[src/rtl/countdown_timer_if.sv]
// Control/status bundle of the countdown timer.
//   load, load_val, start, stop, auto_reload : commands into the timer
//   count, tick, running, done                : timer status
// master drives commands and observes status; slave is the timer itself.
interface countdown_timer_if #(
    parameter int unsigned N = 8
);
    logic         load;
    logic [N-1:0] load_val;
    logic         start;
    logic         stop;
    logic         auto_reload;
    logic [N-1:0] count;
    logic         tick;
    logic         running;
    logic         done;

    modport master (
        output load, load_val, start, stop, auto_reload,
        input  count, tick, running, done
    );

    modport slave (
        input  load, load_val, start, stop, auto_reload,
        output count, tick, running, done
    );
endinterface

[src/rtl/countdown_timer.sv]
// Loadable down-counter with IDLE/RUN/PAUSE/DONE control and a one-cycle expiry tick.
// Ports:
//   clk  : system clock, all state on posedge
//   rst  : synchronous active-high reset
//   bus  : countdown_timer_if.slave (commands in, count/tick/running/done out)
// PRESCALE clk cycles make one decrement step while running; on expiry the
// count either reloads (auto_reload with nonzero reload value) or stops at 0.
module countdown_timer #(
    parameter int unsigned N        = 8,
    parameter int unsigned PRESCALE = 1
) (
    input  logic               clk,
    input  logic               rst,
    countdown_timer_if.slave   bus
);
    localparam int unsigned PW = $clog2(PRESCALE) + 1;

    localparam logic [1:0] IDLE  = 2'd0;
    localparam logic [1:0] RUN   = 2'd1;
    localparam logic [1:0] PAUSE = 2'd2;
    localparam logic [1:0] DONE  = 2'd3;

    logic [1:0]    state_q, state_d;
    logic [N-1:0]  count_q, count_d;
    logic [N-1:0]  reload_q, reload_d;
    logic [PW-1:0] presc_q, presc_d;
    logic          tick_q, tick_d;
    logic          running_q, done_q;

    // State and datapath registers; status flags are registered decodes of the next state
    always_ff @(posedge clk) begin
        if (rst) begin
            state_q   <= IDLE;
            count_q   <= '0;
            reload_q  <= '0;
            presc_q   <= '0;
            tick_q    <= 1'b0;
            running_q <= 1'b0;
            done_q    <= 1'b0;
        end else begin
            state_q   <= state_d;
            count_q   <= count_d;
            reload_q  <= reload_d;
            presc_q   <= presc_d;
            tick_q    <= tick_d;
            running_q <= (state_d == RUN);
            done_q    <= (state_d == DONE);
        end
    end

    // Next-state logic: load > stop > start > counting
    always_comb begin
        state_d  = state_q;
        count_d  = count_q;
        reload_d = reload_q;
        presc_d  = presc_q;
        tick_d   = 1'b0;

        if (bus.load) begin
            count_d  = bus.load_val;
            reload_d = bus.load_val;
            presc_d  = '0;
            state_d  = IDLE;
        end else begin
            case (state_q)
                RUN: begin
                    if (bus.stop) begin
                        state_d = PAUSE;
                    end else if (presc_q == PW'(PRESCALE - 1)) begin
                        presc_d = '0;
                        // count is never 0 in RUN, so "not > 1" means expiry
                        if (count_q > N'(1)) begin
                            count_d = count_q - N'(1);
                        end else begin
                            tick_d = 1'b1;
                            if (bus.auto_reload && (reload_q != '0)) begin
                                count_d = reload_q;
                            end else begin
                                count_d = '0;
                                state_d = DONE;
                            end
                        end
                    end else begin
                        presc_d = presc_q + PW'(1);
                    end
                end
                default: begin
                    if (bus.start && (count_q != '0)) begin
                        state_d = RUN;
                    end
                end
            endcase
        end
    end

    assign bus.count   = count_q;
    assign bus.tick    = tick_q;
    assign bus.running = running_q;
    assign bus.done    = done_q;
endmodule
[src/flat_wrapper.sv]
// flat-port wrapper written by rule: the top's interface ports become plain ports
module countdown_timer_flat 
#(
    parameter int unsigned N        = 8,
    parameter int unsigned PRESCALE = 1
)
  (clk, rst, bus_load, bus_load_val, bus_start, bus_stop, bus_auto_reload, bus_count, bus_tick, bus_running, bus_done);
  countdown_timer_if #(.N(N)) bus_i ();
  input  logic clk;
  input  logic rst;
  input wire logic [$bits(bus_i.load)-1:0] bus_load;
  input wire logic [$bits(bus_i.load_val)-1:0] bus_load_val;
  input wire logic [$bits(bus_i.start)-1:0] bus_start;
  input wire logic [$bits(bus_i.stop)-1:0] bus_stop;
  input wire logic [$bits(bus_i.auto_reload)-1:0] bus_auto_reload;
  output wire logic [$bits(bus_i.count)-1:0] bus_count;
  output wire logic [$bits(bus_i.tick)-1:0] bus_tick;
  output wire logic [$bits(bus_i.running)-1:0] bus_running;
  output wire logic [$bits(bus_i.done)-1:0] bus_done;
  assign bus_i.load = bus_load;
  assign bus_i.load_val = bus_load_val;
  assign bus_i.start = bus_start;
  assign bus_i.stop = bus_stop;
  assign bus_i.auto_reload = bus_auto_reload;
  assign bus_count = bus_i.count;
  assign bus_tick = bus_i.tick;
  assign bus_running = bus_i.running;
  assign bus_done = bus_i.done;
  countdown_timer #(.N(N), .PRESCALE(PRESCALE)) u_core (.clk(clk), .rst(rst), .bus(bus_i));
endmodule
[config.mk]
export PLATFORM = sky130hd
export DESIGN_NAME = countdown_timer_flat
export DESIGN_NICKNAME = d
export VERILOG_FILES = /design/src/rtl/countdown_timer_if.sv /design/src/rtl/countdown_timer.sv /design/src/flat_wrapper.sv
export SDC_FILE = /design/constraint.sdc
export NUM_CORES = 1
export LEC_CHECK = 0
export BUFFER_PORTS_ARGS = -buffer_cell sky130_fd_sc_hd__buf_2
export CAP_MARGIN = 20
export CORE_UTILIZATION = 47
export DETAILED_ROUTE_END_ITERATION = 10
export GPL_ROUTABILITY_DRIVEN = 0
export HOLD_SLACK_MARGIN = 0.06
export PLACE_DENSITY = 0.78
export SLEW_MARGIN = 20
export SYNTH_ARGS = -nofsm -noshare
export SYNTH_HDL_FRONTEND = slang
export SYNTH_SLANG_ARGS = --single-unit
[constraint.sdc]
create_clock -name clk -period 1.7 [get_ports clk]
set_clock_uncertainty 0.05 [all_clocks]
set_input_delay 0.085 -clock clk [delete_from_list [all_inputs] [get_ports clk]]
set_output_delay 0.085 -clock clk [all_outputs]
set_load 0.02 [all_outputs]
; ---- After elaboration in Yosys (flattened, before gate mapping)
; Cells that the tools add are included.
[classes]
add_sub_neg = 2
multipliers = 0
n_div = 0
n_lt_le_gt_ge = 1
eq_ne = 5
n_shift = 0
muxes = 15
n_bitwise = 2
reduce_logical = 9
[ops]
columns = operator, count
row1 = 8-bit two-way mux, 6
row2 = 8-bit nonzero test, 2
row3 = 2-bit two-way mux, 7
row4 = "8-bit by 1-bit > comparator with 1-bit output, second input constant", 1
row5 = "8-bit by 1-bit subtractor with 8-bit output, second input constant", 1
row6 = 5-bit OR reduction, 1
row7 = "2-bit by 1-bit equality test with 1-bit output, second input constant", 2
row8 = "2-bit inequality test, second input constant", 2
row9 = 3-bit AND reduction, 1
row10 = "2-bit equality test, second input constant", 1
row11 = 1-bit logical AND, 2
row12 = 1-bit two-way mux, 2
row13 = 1-bit NOT, 2
row14 = 2-bit AND reduction, 1
row15 = 2-bit nonzero test, 1
row16 = 2-bit OR reduction, 1
row17 = "1-bit adder, second input constant", 1
[totals]
regBits = 22
latchBits = 0
mem_bits_rw = 0
mem_bits_ro = 0
input_bits = 14
word_cells = 41
n_memories = 0

; ---- Logic depth before layout (Yosys ltp)
; Gate-level depths: netlist of run 1.
[depth]
ltp_word = 9
ltp_mapped = 7

; ---- Worst setup path after synthesis of run 1
; No wires, ideal clock.
[synth_path]
kind = reg2reg
start = register u_core.count_q[0], in the netlist u_core.bus.count[0]
end = register u_core.count_q[4], in the netlist u_core.bus.count[4]
setup_time_ns = 0.137
arrival_time_ns = 1.707
path_slack_ns = -0.193
stages_incl_launch_ff = 8
path_cell_list = dfxtp_1 inv_1 ha_1 or2_1 clkbuf_1 and3_1 a31oi_1 a211oi_1
[synth_via]
elab_chain_cells = 6
[synth_lines]
columns = item, line
row1 = start: declaration, countdown_timer.sv:24  ; logic [N-1:0] count_q, count_d;
row2 = start signal: assignment, countdown_timer.sv:42  ; count_q <= count_d;
row3 = 8-bit by 1-bit subtractor with 8-bit output / 8-bit by 1-bit > comparator with 1-bit output (equally long branches), "countdown_timer.sv:73, countdown_timer.sv:72"
row4 = 8-bit two-way mux (*), countdown_timer.sv:72  ; if (count_q > N'(1)) begin
row5 = 8-bit two-way mux (*), countdown_timer.sv:69  ; end else if (presc_q == PW'(PRESCALE - 1)) begin
row6 = 8-bit two-way mux (*), countdown_timer.sv:67  ; if (bus.stop) begin
row7 = 8-bit two-way mux (*), countdown_timer.sv:65  ; case (state_q)
row8 = 8-bit two-way mux (*), countdown_timer.sv:59  ; if (bus.load) begin
; Every way passes the cells marked *; elsewhere a longest branch is shown, timed or not. The select of a mux whose other input is x is not followed.
; A chain may end at the register's enable or synchronous reset.

; ---- Worst setup path in the final report of run 1
[layout_path]
start = register u_core.count_q[2], in the netlist u_core.bus.count[2]
end = register u_core.count_q[2], in the netlist u_core.bus.count[2]
; Same word-level chain as after synthesis.

==> impl_metrics.tcl, run 1 <==
set metrics [dict create \
    status "finished clean" \
    pwr-share-seq 0.495 \
    ys.flop_type "dfxtp_1" \
    vias_per_cell 5.97 \
    die_w_um 51.5 \
    finalSetupTns_ps 0 \
    dr_total_vias 1193 \
    cp_max_fo 12 \
    worst-setup-path-type "reg -> reg" \
    die_h_um 51.5 \
    antenna_found_initial 0 \
    cp_slowest_stage_delay_ps 390 \
    grtUsageTotal 0.258 \
    async_reset_ff_frac 0 \
    root_buffer "clkbuf_4" \
    post_cts_buffers 0 \
    grt_max_degree 20 \
    worst_pin_slew_ps 385 \
    firstDrtPassIters 4 \
    ys_ff_latch 21 \
    finalWirelength_um 3040 \
    dieArea_um2 2650 \
    grt_overflow_total 0 \
    worst_hold_slack_ps 111 \
    finalNetCount 190 \
    power_density_nw_per_um2 753 \
    power_frac_comb 0.291 \
    period_share 0.994 \
    finalSetupViolations 0 \
    fin_util 0.667 \
    ys_warn_count 0 \
    worstSetupStartpointType "flop" \
    grt_setup_unrepaired "yes" \
    grt_pass1_vias 1073 \
    power_mw 1.13 \
    crit_required_ps 1870 \
    wl_per_cell_um 15.2 \
    io_pins 25 \
    mostFrequentLayoutCell "buf_2" \
    critPathCaptureType "flop" \
    clk_latency_ps 310 \
    hold_viol 0 \
    clkSinkCount 21 \
    sw_frac_of_total 0.323 \
    syn_nets 149 \
    h-tree-depth 1 \
    area_growth_pct 30.8 \
    period_needed_ps 1690 \
    drtIter0Drc 31 \
    syn_avg_cell_area_um2 8.71 \
    intPower_uw 767 \
    place_inst 186 \
    max_freq_mhz 592 \
    drc 0 \
    cp_data_arrival_time_ps 1860 \
    cap_violations 0 \
    cts_buffers 3 \
    grt_first_pass_wirelength_um 4910 \
    netlist_area_um2 1150 \
    slew-limit-headroom 0.743 \
    worstPathCellList "nor4_4 -> buf_6 -> and4_4 -> nand3_1 -> a211oi_2" \
    netlist-cell-type-count 44 \
    dp_hpwl_um 2140 \
    clockBufferDepth 2 \
    switching_power_uw 366 \
    drive_above_1_share 0.308 \
    tritoncts "done" \
    start_util 0.510 \
    instances_no_fill 200 \
    p_clk_frac 0.215 \
    synth_edf_count 0 \
    final_cell_mix "buf_2, dfxtp_1, nor2_1" \
    worstHoldPathType "in -> reg" \
    rows 17 \
    slew_violations 0 \
    antenna_cells 0 \
    vdd_drop_max_uv 465 \
    coreArea_um2 2250 \
    leakage_nw 0.647 \
    cpMaxStageDelayCell "dfxtp_1" \
    synth_cells 132 \
    clk_pin_slew_ps 110 \
    ant_nets 0 \
    ys_seq_area_frac 0.366 \
    io_buffers 24 \
]
[power by group through the flow]
| stage | sequential (mW) | combinational, mW | clock (mW) |
|---|---|---|---|
| after global placement | 0.566 | 0.281 | 0 |
| after detailed placement | 0.569 | 0.288 | 0 |
| after CTS | 0.558 | 0.311 | 0.246 |
| after global routing | 0.565 | 0.357 | 0.267 |
| after floorplan | 0.585 | 0.178 | 0 |
| final | 0.560 | 0.330 | 0.243 |
[through the flow]
step	worst slack (ps)	area [um^2]
2_1_floorplan	10.7	1160
3_3_place_gp	60.4	1340
3_5_place_dp	3.95	1340
4_1_cts	43.0	1480
5_1_grt	-10.0	1500
6_report	10.5	1500
[routing by layer]
| layer | share of wire | GRT usage | vias to the layer above |
|---|---|---|---|
| met1 | 0.44 | 0.340 | 549 |
| li1 | - | - | 572 |
| met2 | 0.46 | 0.390 | 61 |
| met4 | 0.035 | 0.158 | 0 |
| met5 | 0 | 0 | - |
| met3 | 0.070 | 0.0417 | 11 |
[flip-flops by register name, indices dropped and copies added (netlist names)]
| name | cells |
|---|---|
| u_core.bus.running | 1 |
| u_core.reload_q | 8 |
| u_core.state_q | 2 |
| u_core.bus.tick | 1 |
| u_core.bus.count | 8 |
| u_core.bus.done | 1 |
[cell usage after synthesis, drive strengths merged (2+ instances only)]
cell     n  area [um^2]
o21a     2         15.0
or3      2         12.5
inv      5         18.8
or2      2         12.5
ha       3         37.5
a311oi   2         17.5
dfxtp   21          420
nand3    6         35.0
buf      2         16.3
mux2i    8         80.1
a21oi    4         20.0
clkbuf   4         15.0
a21boi   2         18.8
nor2    16         60.1
a211oi   7         62.6
o21ai    5         25.0
nand2    8         30.0
nor3b    4         35.0
nor3     3         15.0
o22ai    4         25.0
or4      2         15.0
a31oi    5         31.3
nor4     3         33.8
[worst paths after layout]
check                                           end  depth (start not counted)                 from  slack [ps]
worst max-delay path            u_core.bus.count[2]                          5  u_core.bus.count[2]          10
worst min-delay path             u_core.reload_q[5]                          2                  rst         110
worst max register to register  u_core.bus.count[2]                          5  u_core.bus.count[2]          10
worst min register to register  u_core.bus.count[6]                          2   u_core.reload_q[6]         440
[kinds of logic (layout without fill, tap and decap cells)]
family	after synthesis	count (layout)	synth area share
AO/OA/AOI/OAI	35	35	0.214
buffers and inverters	11	51	0.0435
multiplexers	8	8	0.0696
AND/OR/NAND/NOR	52	52	0.259
XOR/XNOR	2	2	0.0152
flip-flops	21	21	0.366
adder cells (fa/ha/maj)	3	3	0.0326
[worst max-delay path: cells and delay by family, from the launching register on]
kind | cells | cell delay, ps
compound gates | 1 | 310
buf+inv | 1 | 190
flops | 1 | 390
simple gates | 3 | 660
[area by class of cell]
class / count / area (um^2)
sequential: 21 / 428
multi-input combinational: 100 / 712
inverter: 5 / 18.8
timing repair buffer: 42 / 284
clock buffer: 4 / 26.3
tap: 28 / 35.0
fill: 201 / 751
[repair_timing]
item / in CTS / in global routing
hold buffers: 10 / 0
hold endpoints to repair: 13 / 0
endpoints found under the setup margin: 2 / 4
pin swaps: 0 / 1
cloned: 0 / 0
gates resized for setup: 2 / 7
Note: power is estimated with default switching activity, not from simulation.
==> run 2, diff against run 1 <==
Settings changed: ABC_AREA set to 1, CORE_UTILIZATION 47 to 48, PLACE_DENSITY 0.78 to 0.79.
==> impl_metrics.tcl, run 2 <==
set metrics [dict create \
    period_needed_ps 1580 \
    firstDrtPassIters 4 \
    dp_hpwl_um 2140 \
    area_growth_pct 25.4 \
    cp_max_fo 5 \
    setup_slack_ps 119 \
    netlist_area_um2 1200 \
    worst-setup-path-type "reg -> reg" \
    ant_nets 0 \
    nFillCells 217 \
    cp_data_arrival_time_ps 1780 \
    cts_buffers 3 \
    synth_edf_count 0 \
    hp-start "bus_start" \
    die_w_um 52.1 \
    io_pins 25 \
    grt_max_degree 19 \
    dieArea_um2 2710 \
    worstSetupStartpointType "flop" \
    ys_warn_count 0 \
    cap_violations 0 \
    yosysTopAreaCell "dfxtp_1" \
    grt_first_pass_wirelength_um 4820 \
    antenna_cells 0 \
    h-tree-depth 1 \
    vias_per_cell 5.22 \
    ys_ff_latch 21 \
    antenna_found_initial 0 \
    dp_slack_ps 14.0 \
    finalNetCount 236 \
    start_util 0.524 \
    synth.area.top_cells "dfxtp_1, nand2_1, nand3_1, a21oi_1, inv_1" \
    root_buffer "clkbuf_4" \
    clk_latency_ps 310 \
    finalWirelength_um 2960 \
    vdd_drop_max_uv 562 \
    hold_end "u_core.state_q[0]" \
    final_cell_mix "nand2_1, buf_2, nor2_1, dfxtp_1, inv_1" \
    slew_violations 0 \
    max_freq_mhz 632 \
    grt_pass1_vias 1181 \
    drive_above_1_share 0.243 \
    period_share 0.930 \
    synth_top_area_frac 0.349 \
    hold_viol 0 \
    crit_required_ps 1900 \
    drtIter0Drc 21 \
    mostFrequentLayoutCell "nand2_1" \
    reg2regPathDepth 10 \
    critPathCaptureType "flop" \
    clockBufferDepth 2 \
    syn_avg_cell_area_um2 6.58 \
    worst_pin_slew_ps 323 \
    finalSetupViolations 0 \
    r2r_slack_ps 120 \
    status "finished clean" \
    netlist-cell-type-count 25 \
    grtUsageTotal 0.240 \
    finalSetupTns_ps 0 \
    io_buffers 24 \
    tritoncts "done" \
    synth_cells 183 \
    power_density_nw_per_um2 786 \
    grt_overflow_total 0 \
    rr_endpoint "u_core.bus.count[2]" \
    die_h_um 52.1 \
    holdPathStages 5 \
    slew-limit-headroom 0.784 \
    yosysMostFrequentCell "nand2_1" \
    rows 17 \
    ys.flop_type "dfxtp_1" \
    clk_pin_slew_ps 110 \
    syn_nets 200 \
    place_area_um2 1320 \
    wl_per_cell_um 12.0 \
    worstHoldPathType "in -> reg" \
    rr_startpoint "u_core.bus.count[0]" \
    ys_seq_area_frac 0.349 \
    stdcell_area_um2 1510 \
    leakage_nw 0.729 \
    clkSinkCount 21 \
    coreArea_um2 2300 \
    drc 0 \
    dr_total_vias 1285 \
    async_reset_ff_frac 0 \
    yosys-top-cells-count "nand2_1, dfxtp_1, inv_1, nor2_1, nand3_1" \
]
[run 2: cell count changes in the layout (fill, tap and decap cells not counted), moves of 8 or more]
cell	delta
nand2_1	+31
inv_1	+16
a21oi_1	+14
nand3_1	+13
o21ai_0	+9
mux2i_1	-8
[run 2: cell families after synthesis]
family | synth area share
AO/OA/AOI/OAI | 0.150
XOR/XNOR | 0.00728
adder cells (fa/ha/maj) | 0.0312
buffers and inverters | 0.109
flip-flops | 0.349
AND/OR/NAND/NOR | 0.353
[run 2: worst max path at each step]
stage / endpoint / slack (ps) / from
after global placement: u_core.bus.running / 100 / u_core.bus.count[0]
after floorplan: u_core.bus.count[6] / 110 / u_core.bus.count[0]
after detailed placement: u_core.bus.count[7] / 10 / u_core.bus.count[0]
after global routing: u_core.bus.count[0] / -20 / u_core.bus.count[0]
after CTS: u_core.bus.count[2] / 6 / u_core.bus.count[0]
final: u_core.bus.count[2] / 120 / u_core.bus.count[0]
[run 2: where the power goes]
part | internal [mW] | switching [mW] | leakage [nW]
clock | 0.0918 | 0.155 | 0.0150
combinational | 0.145 | 0.231 | 0.541
sequential | 0.525 | 0.0381 | 0.174
[run 2: routing by layer]
layer / track usage / part of all wire
met1: 0.291 / 0.44
met2: 0.432 / 0.49
met3: 0.0526 / 0.060
met4: 0.0405 / 0.0047
met5: 0 / 0
[run 2: layout make-up]
class,count,area [um^2],share of cell area
clock buffer,4,26.3,0.0174
inverter,25,95.1,0.0630
multi-input combinational,131,686,0.454
sequential,21,424,0.281
tap,28,35.0,0.0232
timing repair buffer,37,243,0.161
[run 2: worst max-delay path, cell delays in order, from the launching register on]
cell and delay [ps]:
dfxtp_4 380, inv_2 80, ha_2 190, inv_1 80
nand2_2 100, nand3_2 90, nor2_4 150, nand2_2 100
clkinv_2 80, nand3_1 70, a21oi_1 150
[run 2: what timing repair did]
| action | 4_1_cts | 5_1_grt |
|---|---|---|
| gates cloned | 0 | 0 |
| pin swaps | 0 | 1 |
| hold endpoints to repair | 12 | 0 |
| hold buffers | 10 | 0 |
| setup buffers | 0 | 3 |
| resized for setup | 1 | 11 |
| endpoints found under the setup margin | 2 | 11 |
[run 2: per-stage QoR]
step / utilization / power (mW) / instances / hold slack (ps)
after floorplan: - / 0.813 / 183 / 169
after global routing: 0.657 / 1.27 / 246 / 131
after detailed placement: 0.576 / 0.892 / 229 / 289
final: 0.657 / 1.19 / 246 / 100
after CTS: 0.635 / 1.16 / 243 / 98.5
after global placement: 0.576 / 0.881 / 229 / 278
==> run 3, diff against run 2 <==
Settings changed: SETUP_SLACK_MARGIN set to 0.15.
==> impl_metrics.tcl, run 3 (synthesis gave the netlist of run 2 again) <==
set metrics [dict create \
    status "finished clean" \
    tritoncts "done" \
    clockBufferDepth 2 \
    final_cell_mix "nand2_1, buf_2, nor2_1" \
    firstDrtPassIters 5 \
    worstPathCellList "buf_6 -> ha_2 -> inv_2 -> nand2_4 -> nand3_2 -> nor2_4 -> nand2_2 -> nor2_1 -> nor2_1 -> nor2_1" \
    grt_setup_unrepaired "yes" \
    power_mw 1.22 \
    die_w_um 52.1 \
    grt_max_degree 19 \
    mostFrequentLayoutCell "nand2_1" \
    crit_required_ps 1940 \
    h-tree-depth 1 \
    power_density_nw_per_um2 793 \
    cp_common_cell "nor2_1" \
    worstSetupStartpointType "flop" \
    hold_viol 0 \
    slew_violations 0 \
    drive_above_1_share 0.261 \
    grt_first_pass_wirelength_um 4570 \
    clk_pin_slew_ps 130 \
    finalSetupTns_ps 0 \
    io_pins 25 \
    clk_latency_ps 340 \
    cp_data_arrival_time_ps 1750 \
    dr_total_vias 1332 \
    finalNetCount 236 \
    coreArea_um2 2300 \
    grt_overflow_total 0 \
    hp-start "bus_load_val[3]" \
    cts_buffers 3 \
    clkSinkCount 21 \
    finalWirelength_um 3150 \
    area_growth_pct 28.3 \
    grtUsageTotal 0.236 \
    cp_max_fo 3 \
    crit_buf_inv 2 \
    nFillCells 202 \
    period_share 0.890 \
    slew-limit-headroom 0.782 \
    max_freq_mhz 661 \
    io_buffers 24 \
    drtIter0Drc 43 \
    grt_pass1_vias 1099 \
    cpMaxStageDelayCell "dfxtp_4" \
    cpLargestDelayFamily "simple AND/OR/NAND/NOR gates" \
    finalSetupViolations 0 \
    antenna_found_initial 0 \
    drc 0 \
    vias_per_cell 5.41 \
    worst-setup-path-type "reg -> reg" \
    dp_hpwl_um 2060 \
    rr_startpoint "u_core.bus.count[0]" \
    wl_per_cell_um 12.8 \
    start_util 0.524 \
    worstHoldPathType "in -> reg" \
    rows 17 \
    startpoint "u_core.bus.count[0]" \
    period_needed_ps 1510 \
    leakage_nw 0.738 \
    vdd_drop_max_uv 570 \
    cap_violations 0 \
    worst_pin_slew_ps 327 \
    ant_nets 0 \
    die_h_um 52.1 \
    root_buffer "clkbuf_4" \
    antenna_cells 0 \
    dieArea_um2 2710 \
    cp_slowest_stage_delay_ps 390 \
    critPathCaptureType "flop" \
]
-- run 3: changes by cell type in the layout (fill, tap and decap cells not counted), sizes merged --
cell,before,now
clkinv,1,2
clkbuf,4,3
-- run 3: where the power goes --
group	switching (mW)	internal [mW]	total (mW)	leakage (nW)
clock	0.177	0.0888	0.266	0.0177
combinational	0.242	0.152	0.394	0.547
sequential	0.0390	0.526	0.565	0.174
total	0.458	0.767	1.22	0.738
-- run 3: per-stage QoR --
stage	instances	instance area [um^2]	utilization	setup WS, ps	hold WS (ps)
CTS	244	1470	0.641	166	75.8
floorplan	183	1200	-	158	169
finish	246	1540	0.672	187	69.0
global route	246	1540	0.672	121	105
global placement	229	1320	0.576	109	277
detailed placement	229	1320	0.576	24.0	286
-- run 3: final cells by class --
| type | instances | area, um^2 | area share |
|---|---|---|---|
| clock buffers | 3 | 22.5 | 0.0146 |
| clock inverters | 1 | 5.00 | 0.00324 |
| inverters | 25 | 100 | 0.0648 |
| multi-input cells | 131 | 706 | 0.457 |
| flip-flops and latches | 21 | 425 | 0.276 |
| well taps | 28 | 35.0 | 0.0227 |
| repair buffers | 37 | 250 | 0.162 |
-- run 3: layer usage --
layer	vias up	wire, um	global-route usage
met5	-	0	0
met1	614	1350	0.277
li1	663	-	-
met3	8	185	0.0351
met4	0	99	0.135
met2	47	1520	0.404
-- run 3: worst paths after layout --
path | endpoint | slack [ps] | depth (start not counted)
min reg2reg | u_core.reload_q[4] | 440 | 2
min | u_core.bus.count[3] | 70 | 5
max | u_core.bus.count[3] | 190 | 10
max reg2reg | u_core.bus.count[3] | 190 | 10
-- run 3: tightest hold or removal path, delay by kind of cell --
family	cells	cell delay, ps
simple gates	4	270
buf+inv	1	80
-- run 3: what timing repair did --
item | in CTS | in global routing
gates cloned | 0 | 0
pin swaps | 1 | 4
resized for setup | 5 | 16
endpoints found under the setup margin | 11 | 11
hold buffers | 10 | 0
setup buffers | 1 | 2
hold endpoints to repair | 15 | 0
